--- src/rtl/nibble_serial_adder_if.sv ---
`default_nettype none
// ============================================================================
//  Module      : nibble_serial_adder_if
//  Description : Operand/result handshake bundle for nibble_serial_adder.
//                The master side produces operands and consumes results;
//                the slave side is the adder itself.
//  Revision    : 1.0 - initial release
// ============================================================================
interface nibble_serial_adder_if #(
  parameter int WIDTH = 16
);
  logic             in_valid;
  logic             in_ready;
  logic [WIDTH-1:0] a;
  logic [WIDTH-1:0] b;
  logic             cin;
  logic             out_valid;
  logic             out_ready;
  logic [WIDTH-1:0] sum;
  logic             cout;
  logic             busy;

  modport master (
    output in_valid, a, b, cin, out_ready,
    input  in_ready, out_valid, sum, cout, busy
  );

  modport slave (
    input  in_valid, a, b, cin, out_ready,
    output in_ready, out_valid, sum, cout, busy
  );
endinterface
`default_nettype wire

--- src/rtl/nibble_serial_adder.sv ---
`default_nettype none
// ============================================================================
//  Module      : ripple_carry_adder
//  Description : 4-bit ripple-carry adder built from full-adder cells.
//  Revision    : 1.0 - initial release
// ============================================================================
module ripple_carry_adder (
  input  wire logic [3:0] a_i,
  input  wire logic [3:0] b_i,
  input  wire logic       c_i,
  output logic      [3:0] s_o,
  output logic            c_o
);
  logic [4:0] w_carry;

  assign w_carry[0] = c_i;

  for (genvar g = 0; g < 4; g++) begin : g_bit
    assign s_o[g]         = a_i[g] ^ b_i[g] ^ w_carry[g];
    assign w_carry[g + 1] = (a_i[g] & b_i[g]) | (w_carry[g] & (a_i[g] ^ b_i[g]));
  end

  assign c_o = w_carry[4];
endmodule

// ============================================================================
//  Module      : nibble_serial_adder
//  Description : WIDTH-bit adder that processes one nibble per clock through
//                a single 4-bit ripple-carry adder, LS nibble first, with the
//                carry registered between nibbles. Valid/ready on both sides.
//  Revision    : 1.0 - initial release
// ============================================================================
module nibble_serial_adder #(
  parameter int WIDTH = 16
) (
  input  wire logic               clk,
  input  wire logic               rst_n,
  nibble_serial_adder_if.slave    bus
);
  localparam int NIBBLES = WIDTH / 4;
  localparam int IDX_W   = (NIBBLES > 1) ? $clog2(NIBBLES) : 1;

  typedef enum logic [1:0] {
    IDLE = 2'd0,
    RUN  = 2'd1,
    DONE = 2'd2
  } state_t;

  state_t             state_q, state_d;
  logic [WIDTH-1:0]   a_q, b_q;
  logic               carry_q;
  logic [IDX_W-1:0]   idx_q;
  logic [WIDTH-1:0]   sum_q, sum_d;
  logic               cout_q;

  logic [3:0]         w_nib_a, w_nib_b, w_nib_sum;
  logic               w_nib_cout;
  logic               w_last;
  logic               w_in_ready, w_out_valid, w_busy;

  // Select the operand nibbles addressed by the current index.
  always_comb begin
    w_nib_a = 4'd0;
    w_nib_b = 4'd0;
    for (int i = 0; i < NIBBLES; i++) begin
      if (idx_q == IDX_W'(i)) begin
        w_nib_a = a_q[4*i +: 4];
        w_nib_b = b_q[4*i +: 4];
      end
    end
  end

  ripple_carry_adder u_rca (
    .a_i (w_nib_a),
    .b_i (w_nib_b),
    .c_i (carry_q),
    .s_o (w_nib_sum),
    .c_o (w_nib_cout)
  );

  assign w_last = (idx_q == IDX_W'(NIBBLES - 1));

  // Merge the freshly computed nibble into the result; other nibbles hold.
  always_comb begin
    sum_d = sum_q;
    for (int i = 0; i < NIBBLES; i++) begin
      if (idx_q == IDX_W'(i)) begin
        sum_d[4*i +: 4] = w_nib_sum;
      end
    end
  end

  // State register.
  always_ff @(posedge clk) begin
    if (!rst_n) begin
      state_q <= IDLE;
    end else begin
      state_q <= state_d;
    end
  end

  // Next-state and handshake outputs; in_ready is masked by reset so the
  // producer never sees a stale acceptance while the block is held in reset.
  always_comb begin
    state_d     = state_q;
    w_in_ready  = 1'b0;
    w_out_valid = 1'b0;
    w_busy      = 1'b0;
    case (state_q)
      IDLE: begin
        w_in_ready = rst_n;
        if (bus.in_valid) begin
          state_d = RUN;
        end
      end
      RUN: begin
        w_busy = 1'b1;
        if (w_last) begin
          state_d = DONE;
        end
      end
      DONE: begin
        w_busy      = 1'b1;
        w_out_valid = 1'b1;
        if (bus.out_ready) begin
          state_d = IDLE;
        end
      end
      default: begin
        state_d = IDLE;
      end
    endcase
  end

  // Operand capture in IDLE, one nibble per cycle in RUN; DONE holds.
  always_ff @(posedge clk) begin
    if (!rst_n) begin
      a_q     <= '0;
      b_q     <= '0;
      carry_q <= 1'b0;
      idx_q   <= '0;
      sum_q   <= '0;
      cout_q  <= 1'b0;
    end else begin
      case (state_q)
        IDLE: begin
          if (bus.in_valid && w_in_ready) begin
            a_q     <= bus.a;
            b_q     <= bus.b;
            carry_q <= bus.cin;
            idx_q   <= '0;
          end
        end
        RUN: begin
          sum_q   <= sum_d;
          carry_q <= w_nib_cout;
          idx_q   <= idx_q + IDX_W'(1);
          if (w_last) begin
            cout_q <= w_nib_cout;
          end
        end
        default: begin
        end
      endcase
    end
  end

  assign bus.in_ready  = w_in_ready;
  assign bus.out_valid = w_out_valid;
  assign bus.busy      = w_busy;
  assign bus.sum       = sum_q;
  assign bus.cout      = cout_q;
endmodule
`default_nettype wire

--- src/flat_wrapper.sv ---
// flat-port wrapper written by rule: the top's interface ports become plain ports
module nibble_serial_adder_flat 
#(
  parameter int WIDTH = 16
)
  (clk, rst_n, bus_in_valid, bus_a, bus_b, bus_cin, bus_out_ready, bus_in_ready, bus_out_valid, bus_sum, bus_cout, bus_busy);
  nibble_serial_adder_if #(.WIDTH(WIDTH)) bus_i ();
  input  wire logic clk;
  input  wire logic rst_n;
  input wire logic [$bits(bus_i.in_valid)-1:0] bus_in_valid;
  input wire logic [$bits(bus_i.a)-1:0] bus_a;
  input wire logic [$bits(bus_i.b)-1:0] bus_b;
  input wire logic [$bits(bus_i.cin)-1:0] bus_cin;
  input wire logic [$bits(bus_i.out_ready)-1:0] bus_out_ready;
  output wire logic [$bits(bus_i.in_ready)-1:0] bus_in_ready;
  output wire logic [$bits(bus_i.out_valid)-1:0] bus_out_valid;
  output wire logic [$bits(bus_i.sum)-1:0] bus_sum;
  output wire logic [$bits(bus_i.cout)-1:0] bus_cout;
  output wire logic [$bits(bus_i.busy)-1:0] bus_busy;
  assign bus_i.in_valid = bus_in_valid;
  assign bus_i.a = bus_a;
  assign bus_i.b = bus_b;
  assign bus_i.cin = bus_cin;
  assign bus_i.out_ready = bus_out_ready;
  assign bus_in_ready = bus_i.in_ready;
  assign bus_out_valid = bus_i.out_valid;
  assign bus_sum = bus_i.sum;
  assign bus_cout = bus_i.cout;
  assign bus_busy = bus_i.busy;
  nibble_serial_adder #(.WIDTH(WIDTH)) u_core (.clk(clk), .rst_n(rst_n), .bus(bus_i));
endmodule
--- config.mk ---
export PLATFORM = sky130hd
export DESIGN_NAME = nibble_serial_adder_flat
export DESIGN_NICKNAME = d
export VERILOG_FILES = /design/src/rtl/nibble_serial_adder_if.sv /design/src/rtl/nibble_serial_adder.sv /design/src/flat_wrapper.sv
export SDC_FILE = /design/constraint.sdc
export NUM_CORES = 1
export LEC_CHECK = 0
export CAP_MARGIN = 25
export CORE_UTILIZATION = 25
export CTS_BUF_LIST = sky130_fd_sc_hd__clkbuf_4
export CTS_CLUSTER_DIAMETER = 40
export DETAILED_ROUTE_END_ITERATION = 7
export PLACE_DENSITY_LB_ADDON = 0.25
export SETUP_SLACK_MARGIN = 0.05
export SLEW_MARGIN = 20
export SYNTH_ARGS = -nofsm -noshare
export SYNTH_HDL_FRONTEND = slang
export SYNTH_SLANG_ARGS = --single-unit
--- constraint.sdc ---
create_clock -name clk -period 5.12 [get_ports clk]
set_input_delay 0.768 -clock clk [delete_from_list [all_inputs] [get_ports clk]]
set_output_delay 0.768 -clock clk [all_outputs]
set_load 0.005 [all_outputs]
==> summary.md, run 1 <==
| Metric | Value |
|---|---|
| Result of the run | `completed` |
| RSZ-0062 raised after global routing | `false` |
| Max Fanout on Critical Path | `23` |
| Full die area | `~10000 um^2` |
| Estimated wirelength of the detail-placed design | `4317 um` |
| Critical path startpoint category | `register` |
| Hold buffer count at CTS | `0` |
| Yosys warns | `0` |
| Netlist area before placement | `around 2500 um^2` |
| Fraction of final layout cells with drive strength greater than 1 | `0.04585` |
| Crit path required time | `roughly 5.4 ns` |
| Net Count, Synth | `between 300 and 400` |
| Final design area excluding fillers | `around 3100 um^2` |
| Length in cells of the worst reg-to-reg path | `14` |
| Kind of path behind the tightest hold check | `reg -> reg` |
| Synth area leaders | `sky130_fd_sc_hd__dfxtp_1 (43%), sky130_fd_sc_hd__nand2_1 (13%), sky130_fd_sc_hd__a21oi_1 (6.4%), sky130_fd_sc_hd__o21ai_0 (6.2%), sky130_fd_sc_hd__ha_1 (3.5%)` |
| Post-cts gate resize count | `0` |
| Critical path, cell by cell | `inv_1 > ha_1 > a21oi_1 > o21ai_0 > a22oi_1 > fa_1 > inv_1 > fa_1 > inv_1 > fa_1 > inv_1 > fa_1 > nand3_1 > a21oi_1` |
| Clock Latency Late Sink | `roughly 0.37 ns` |
| Count of clock tree sinks | `54` |
| Pins over their slew limit | `0` |
| Pin count of the biggest net entering global routing | `65` |
| Total via count in the routed design | `2163` |
| Biggest cell delay along the critical path | `just over 0.7 ns` |
| Number of detailed-routing iterations run before antenna repair | `4` |
| Most area-hungry cell type in the Yosys netlist | `sky130_fd_sc_hd__dfxtp_1` |
| Post CTS Setup Buffer Count | `0` |
| Num CTS Buffers | `5` |
| Clock Skews | `around 0.007 ns` |
| Area of the core | `just under 10000 um^2` |
| Final hold viol count | `0` |
| Initial cell density of the core | `0.2557` |
| Fmax | `between 200 and 300 MHz` |
| Buffer type at the clock tree root | `sky130_fd_sc_hd__clkbuf_4` |
| Via count normalized by instance count | `4.488` |
| Total power | `~0.92 mW` |
| Worst Hold Endpoint | `u_core.bus.sum[1]` |
| Width of the die | `101.7 um` |
| Time the worst path needs with I/O delays and setup | `3.456 ns` |
| Most frequent standard cell in the layout excluding fill and tap cells | `sky130_fd_sc_hd__nand2_1` |
| Total I/O pin count | `57` |
| Syn Area/Cell | `between 8 and 9 um^2` |
| DRC violation count after routing | `0` |
| DRC marker count from the first detailed-route iteration | `96` |
| Vias in the first global route | `just under 2000` |
| Leakage | `1.098 nW` |
| Count of cell types in the netlist | `30` |
| Worst hold start | `u_core.bus.sum[1]` |
| Leading cell types in the layout, fill and taps excluded | `sky130_fd_sc_hd__nand2_1 (84), sky130_fd_sc_hd__clkdlybuf4s50_1 (56), sky130_fd_sc_hd__dfxtp_1 (54)` |
| Post-route clock period utilization | `0.6750` |
| Slew at the pin closest to its max-slew limit | `between 0.9 and 1 ns` |
| Arrival @ worst endpoint | `3.71 ns` |
| Wire length of the first global-routing pass | `between 9000 and 10000 um` |
| Clock transition time at the flip-flop clock pins of the worst setup and hold paths | `0.14 ns` |
| Dominant register cell in the synthesized netlist | `sky130_fd_sc_hd__dfxtp_1` |
| Num rows | `36` |
| Initial antenna violation count | `0` |
| Startpoint-to-endpoint class of the critical path | `reg -> reg` |
| Cell depth of the worst min-delay path | `2` |
| Total track usage | `0.1245` |
| Reg-to-reg critical path endpoint | `u_core.bus.sum[7]` |
| Final setup fails | `0` |
| Total Negative Setup Slacks | `0 ns` |
| Overall die height | `101.7 um` |
| Highest-delay cell along the critical path | `sky130_fd_sc_hd__ha_1` |
| Routability cong. | `between 0.7 and 0.8` |
| Placed standard-cell area | `just over 3000 um^2` |
| Post-synthesis sequential area ratio | `0.4346` |
| Number of H-tree levels | `2` |
| Drt wl/cell | `around 12 um` |
| Buffers added on ports | `56` |
| Layout-stage area growth over the synthesis result | `26.56%` |
| Max Buffers Root-to-Sink | `2` |
| Net total in the final layout | `about 400` |
| Number of cells produced by synthesis | `306` |
| Maxcap violations | `0` |
| Share of synthesized flip-flops with an asynchronous set or reset | `0` |
| WL final | `about 6000 um` |
| Register-to-register setup slack | `~1.7 ns` |
| Max rail drop VDD | `0.00009494 V` |
| Number of enable flip-flop cells after synthesis | `0` |
| Endpoint type of the worst setup path | `register` |
| Startpoint of the lowest-slack register-to-register path | `u_core.idx_q[0]` |
| Final global-route overflow total | `0` |
| Max_slew headroom | `0.3692` |
| Power density of the placed cells | `293.0 nW/um^2` |
| ANT nets after route | `0` |
| Antenna fix cells | `0` |
| TritonCTS clock tree | `built` |
| Proportion of netlist area held by the largest area contributor | `0.4346` |
| Flop and latch count out of synthesis | `54` |
[registers in the layout (all words and copies together), names as in the netlist]
name	cells
u_core.a_q	16
u_core.bus.cout	1
u_core.idx_q	2
u_core.bus.sum	16
u_core.carry_q	1
u_core.b_q	16
u_core.state_q	2
[per-stage QoR]
stage	setup WS [ns]	utilization	hold WS (ns)	std cells
detailed placement	1.720	0.3160	0.4559	473
finish	1.664	0.3236	0.4679	482
global route	1.450	0.3236	0.5000	482
CTS	1.678	0.3215	0.4750	481
global placement	1.839	0.3160	0.4495	473
floorplan	2.227	-	0.4287	306
[layer usage]
layer  vias to the layer above  routed length (um)  GRT usage
met1                       984                3047     0.1815
met2                        54                2627     0.1866
met3                         8                 263    0.02346
li1                       1117                   -          -
met4                         0                  63    0.03344
met5                         -                   0          0
[worst max path at each step]
stage	from	endpoint
after floorplan	u_core.idx_q[0]	u_core.bus.sum[11]
after global placement	u_core.idx_q[0]	u_core.bus.sum[3]
after detailed placement	u_core.idx_q[0]	u_core.bus.sum[7]
after CTS	u_core.idx_q[0]	u_core.bus.sum[7]
after global routing	u_core.idx_q[0]	u_core.bus.sum[7]
final	u_core.idx_q[0]	u_core.bus.sum[7]
[power breakdown]
part           internal, mW  switching [mW]
logic                 0.111           0.139
registers             0.461          0.0230
clock network        0.0573           0.131
[cell families (layout without fill, tap and decap cells)]
logic type,Yosys count,count (layout),share of synthesized area
muxes,2,2,0.008049
DFF,54,54,0.4346
buffers and inverters,43,86,0.09155
adders and majority gates,11,11,0.06740
AOI/OAI and AO/OA,93,93,0.2324
and+or+nand+nor,103,103,0.1660
[synth_stat cells, drive strengths merged, types with 5 or more instances]
| cell | instances |
|---|---|
| nand2 | 84 |
| dfxtp | 54 |
| a21oi | 32 |
| o21ai | 32 |
| inv | 19 |
| buf | 17 |
| nand3 | 8 |
| o31ai | 8 |
| a311oi | 7 |
| clkbuf | 7 |
| ha | 7 |
| nor2 | 5 |
[layout make-up]
| cell class | count | area (um^2) |
|---|---|---|
| Inverter | 19 | 71.32 |
| Multi-Input combinational cell | 209 | 1180 |
| Clock inverter | 2 | 8.758 |
| Fill cell | 1066 | 6581 |
| Sequential cell | 54 | 1081 |
| Clock buffer | 6 | 45.04 |
| Tap cell | 133 | 166.4 |
| Timing Repair Buffer | 59 | 595.6 |
[worst max-delay path: cells and delay by family (launching register included)]
| kind | cells | cell delay (ns) |
|---|---|---|
| fa+ha+maj | 5 | 2.15 |
| flops | 1 | 0.37 |
| compound gates | 4 | 0.39 |
| buf+inv | 4 | 0.32 |
| simple gates | 1 | 0.12 |
No activity file was read; power rests on OpenSTA's default activity.
==> run 2: changes to the inputs <==
==> constraint.sdc (replaced) <==
create_clock -name clk -period 2.9 [get_ports clk]
set_input_delay 0.435 -clock clk [delete_from_list [all_inputs] [get_ports clk]]
set_output_delay 0.435 -clock clk [all_outputs]
set_load 0.005 [all_outputs]
==> run 2 against run 1 <==
Net effect: worst hold slack improved by 0.0042 ns; cell area increased by 5.1%; clock power increased by 73%; sequential power increased by 77%; sequential share of layout area decreased by 1.4 points; final cell count increased by 1.9%; global-route usage increased by 0.28 points; flip-flop and latch count unchanged; clock skew about the same; critical path type unchanged; largest power group unchanged.
==> summary.md, run 2 (synthesized netlist as in run 1, its figures left out) <==
| Metric | Value |
|---|---|
| Result of the run | `completed (unchanged)` |
| Placed standard-cell area | `3164 um^2 (was 3074 um^2)` |
| Antenna fix cells | `0 (unchanged)` |
| Arrival @ worst endpoint | `3.10 ns (was 3.71 ns)` |
| Estimated wirelength of the detail-placed design | `4569 um (was 4317 um)` |
| Power density of the placed cells | `501.6 nW/um^2 (was 293.0 nW/um^2)` |
| Internal Dissipation | `1.136 mW (was 0.6299 mW)` |
| Crit path required time | `3.21 ns (was 5.38 ns)` |
| Max_slew headroom | `0.7346 (was 0.3692)` |
| Num CTS Buffers | `5 (unchanged)` |
| ANT nets after route | `0 (unchanged)` |
| Vias in the first global route | `2115 (was 1969)` |
| Count of clock tree sinks | `54 (unchanged)` |
| Number of H-tree levels | `2 (unchanged)` |
| WL final | `6193 um (was 6001 um)` |
| Fraction of final layout cells with drive strength greater than 1 | `0.1285 (was 0.04585)` |
| Total track usage | `0.1273 (was 0.1245)` |
| Leading cell types in the layout, fill and taps excluded | `sky130_fd_sc_hd__nand2_1 (84), sky130_fd_sc_hd__clkdlybuf4s50_1 (56), sky130_fd_sc_hd__dfxtp_1 (52) (was sky130_fd_sc_hd__nand2_1 (84), sky130_fd_sc_hd__clkdlybuf4s50_1 (56), sky130_fd_sc_hd__dfxtp_1 (54))` |
| Via count normalized by instance count | `4.389 (was 4.488)` |
| Pins over their slew limit | `0 (unchanged)` |
| Max Fanout on Critical Path | `6 (was 23)` |
| Initial antenna violation count | `0 (unchanged)` |
| Most frequent standard cell in the layout excluding fill and tap cells | `sky130_fd_sc_hd__nand2_1 (unchanged)` |
| Switching part of the total | `0.3152 (was 0.3171)` |
| Endpoint type of the worst setup path | `register (unchanged)` |
| Cell seen most often among critical-path stages | `sky130_fd_sc_hd__fa_2` |
| Final setup fails | `0 (unchanged)` |
| Multi-input logic area | `1256 um^2 (was 1180 um^2)` |
| Post-route clock period utilization | `0.9609 (was 0.6750)` |
| Combined buffer and inverter count along the critical path | `4 (unchanged)` |
| Critical path startpoint category | `register (unchanged)` |
| Fmax | `358.9 MHz (was 289.4 MHz)` |
| Share of total power in sequential cells | `0.518 (was 0.525)` |
| Top delay family on crit path | `adder cells (unchanged)` |
| Max Buffers Root-to-Sink | `2 (unchanged)` |
| Fraction of power consumed by the clock network | `0.196 (was 0.204)` |
| Maxcap violations | `0 (unchanged)` |
| Layout-stage area growth over the synthesis result | `33.00% (was 26.56%)` |
| Clock Latency Late Sink | `0.36 ns (was 0.37 ns)` |
| Pin count of the biggest net entering global routing | `45 (was 65)` |
| Clock Skews | `0.007102 ns (was 0.007066 ns)` |
| Final hold viol count | `0 (unchanged)` |
| Area of the core | `9729 um^2 (unchanged)` |
| Setup slack after placement | `-0.05973 ns (was 1.720 ns)` |
| Clock transition time at the flip-flop clock pins of the worst setup and hold paths | `0.15 ns (was 0.14 ns)` |
| Slew at the pin closest to its max-slew limit | `0.3980 ns (was 0.9462 ns)` |
| Time the worst path needs with I/O delays and setup | `2.787 ns (was 3.456 ns)` |
| Max rail drop VDD | `0.0001749 V (was 0.00009494 V)` |
| DRC marker count from the first detailed-route iteration | `105 (was 96)` |
| Final worst hold slack | `0.4721 ns (was 0.4679 ns)` |
| Highest-delay cell along the critical path | `sky130_fd_sc_hd__fa_2 (was sky130_fd_sc_hd__ha_1)` |
| Fillers | `1049 (was 1066)` |
| Drt wl/cell | `12.61 um (was 12.45 um)` |
| TritonCTS clock tree | `built (unchanged)` |
| Total via count in the routed design | `2155 (was 2163)` |
| Routability cong. | `0.7667 (was 0.7375)` |
| Net total in the final layout | `405 (was 396)` |
| RSZ-0062 raised after global routing | `true (was false)` |
| Total I/O pin count | `57 (unchanged)` |
| Hold buffer count at CTS | `0 (unchanged)` |
| Register Area | `1089 um^2 (was 1081 um^2)` |
| Startpoint-to-endpoint class of the critical path | `reg -> reg (unchanged)` |
| Setup WS post-layout | `0.1134 ns (was 1.664 ns)` |
| Overall die height | `101.7 um (unchanged)` |
| Buffers added on ports | `56 (unchanged)` |
| Buffer type at the clock tree root | `sky130_fd_sc_hd__clkbuf_4 (unchanged)` |
| Biggest cell delay along the critical path | `0.57 ns (was 0.72 ns)` |
| Combinational share of power | `0.286 (was 0.271)` |
| Kind of path behind the tightest hold check | `reg -> reg (unchanged)` |
| Net Switching | `0.5229 mW (was 0.2925 mW)` |
| Critical path, cell by cell | `inv_4 > ha_4 > a21oi_2 > o21ai_1 > a22oi_1 > fa_2 > inv_2 > fa_2 > inv_2 > fa_2 > inv_2 > fa_2 > nand3_2 > a21oi_2 (was inv_1 > ha_1 > a21oi_1 > o21ai_0 > a22oi_1 > fa_1 > inv_1 > fa_1 > inv_1 > fa_1 > inv_1 > fa_1 > nand3_1 > a21oi_1)` |
| Width of the die | `101.7 um (unchanged)` |
| Full die area | `10350 um^2 (unchanged)` |
| DRC violation count after routing | `0 (unchanged)` |
| Leakage | `1.146 nW (was 1.098 nW)` |
| Number of detailed-routing iterations run before antenna repair | `4 (unchanged)` |
| Initial cell density of the core | `0.2557 (unchanged)` |
| Number of placed cells counting well taps | `483 (was 473)` |
| Num rows | `36 (unchanged)` |
| Wire length of the first global-routing pass | `10190 um (was 9887 um)` |
| Final cell count without fillers | `491 (was 482)` |
| Final global-route overflow total | `0 (unchanged)` |
| Final design area excluding fillers | `3308 um^2 (was 3148 um^2)` |
| Total Negative Setup Slacks | `0 ns (unchanged)` |
==> run 2: cell count changes in the layout (fill, tap and decap cells not counted), moves of 4 or more <==
cell	change
sky130_fd_sc_hd__fa_2	+4
sky130_fd_sc_hd__buf_4	+8
sky130_fd_sc_hd__fa_1	-4
sky130_fd_sc_hd__inv_1	-5
sky130_fd_sc_hd__ha_1	-4
==> run 2: final timing paths <==
kind | start | endpoint | slack, ns | cells past startpoint
setup / recovery | u_core.idx_q[1] | u_core.bus.sum[11] | 0.11 | 14
hold / removal | u_core.a_q[6] | u_core.a_q[6] | 0.47 | 2
setup reg to reg | u_core.idx_q[1] | u_core.bus.sum[11] | 0.11 | 14
hold reg to reg | u_core.a_q[6] | u_core.a_q[6] | 0.47 | 2
==> run 2: timing repair <==
item,CTS,global route
endpoints found under the setup margin,5,5
setup buffers,0,0
pin swaps,7,8
resized for setup,20,10
==> run 2: tightest hold or removal path, stage by stage, from the launching register on <==
cell                      delay, ns
sky130_fd_sc_hd__dfxtp_1       0.34
sky130_fd_sc_hd__nand2_1       0.05
sky130_fd_sc_hd__o21ai_0       0.06
==> run 2: metrics by stage <==
stage	utilization	total power, mW
floorplan	-	1.155
global placement	0.3252	1.321
detailed placement	0.3252	1.327
CTS	0.3373	1.670
global route	0.3400	1.767
finish	0.3400	1.659
==> run 2: power groups by stage <==
| stage | Combinational (mW) | Clock [mW] | Sequential [mW] |
|---|---|---|---|
| 2_1_floorplan | 0.296 | 0 | 0.859 |
| 3_3_place_gp | 0.449 | 0 | 0.872 |
| 3_5_place_dp | 0.454 | 0 | 0.873 |
| 4_1_cts | 0.472 | 0.340 | 0.858 |
| 5_1_grt | 0.530 | 0.369 | 0.868 |
| 6_report | 0.475 | 0.325 | 0.859 |
==> run 2: final cells by class <==
type / instances / area share
clock buffer: 6 / 0.01362
tap: 133 / 0.05030
sequential: 54 / 0.3290
timing repair buffer: 68 / 0.2016
clock inverter: 2 / 0.002648
inverter: 19 / 0.02307
multi-input combinational: 209 / 0.3797
==> run 2: routing by layer <==
metal | global-route usage | part of all wire
met4 | 0.03010 | 0.0053
met3 | 0.02761 | 0.040
met2 | 0.2001 | 0.44
met5 | 0 | 0
met1 | 0.1772 | 0.51
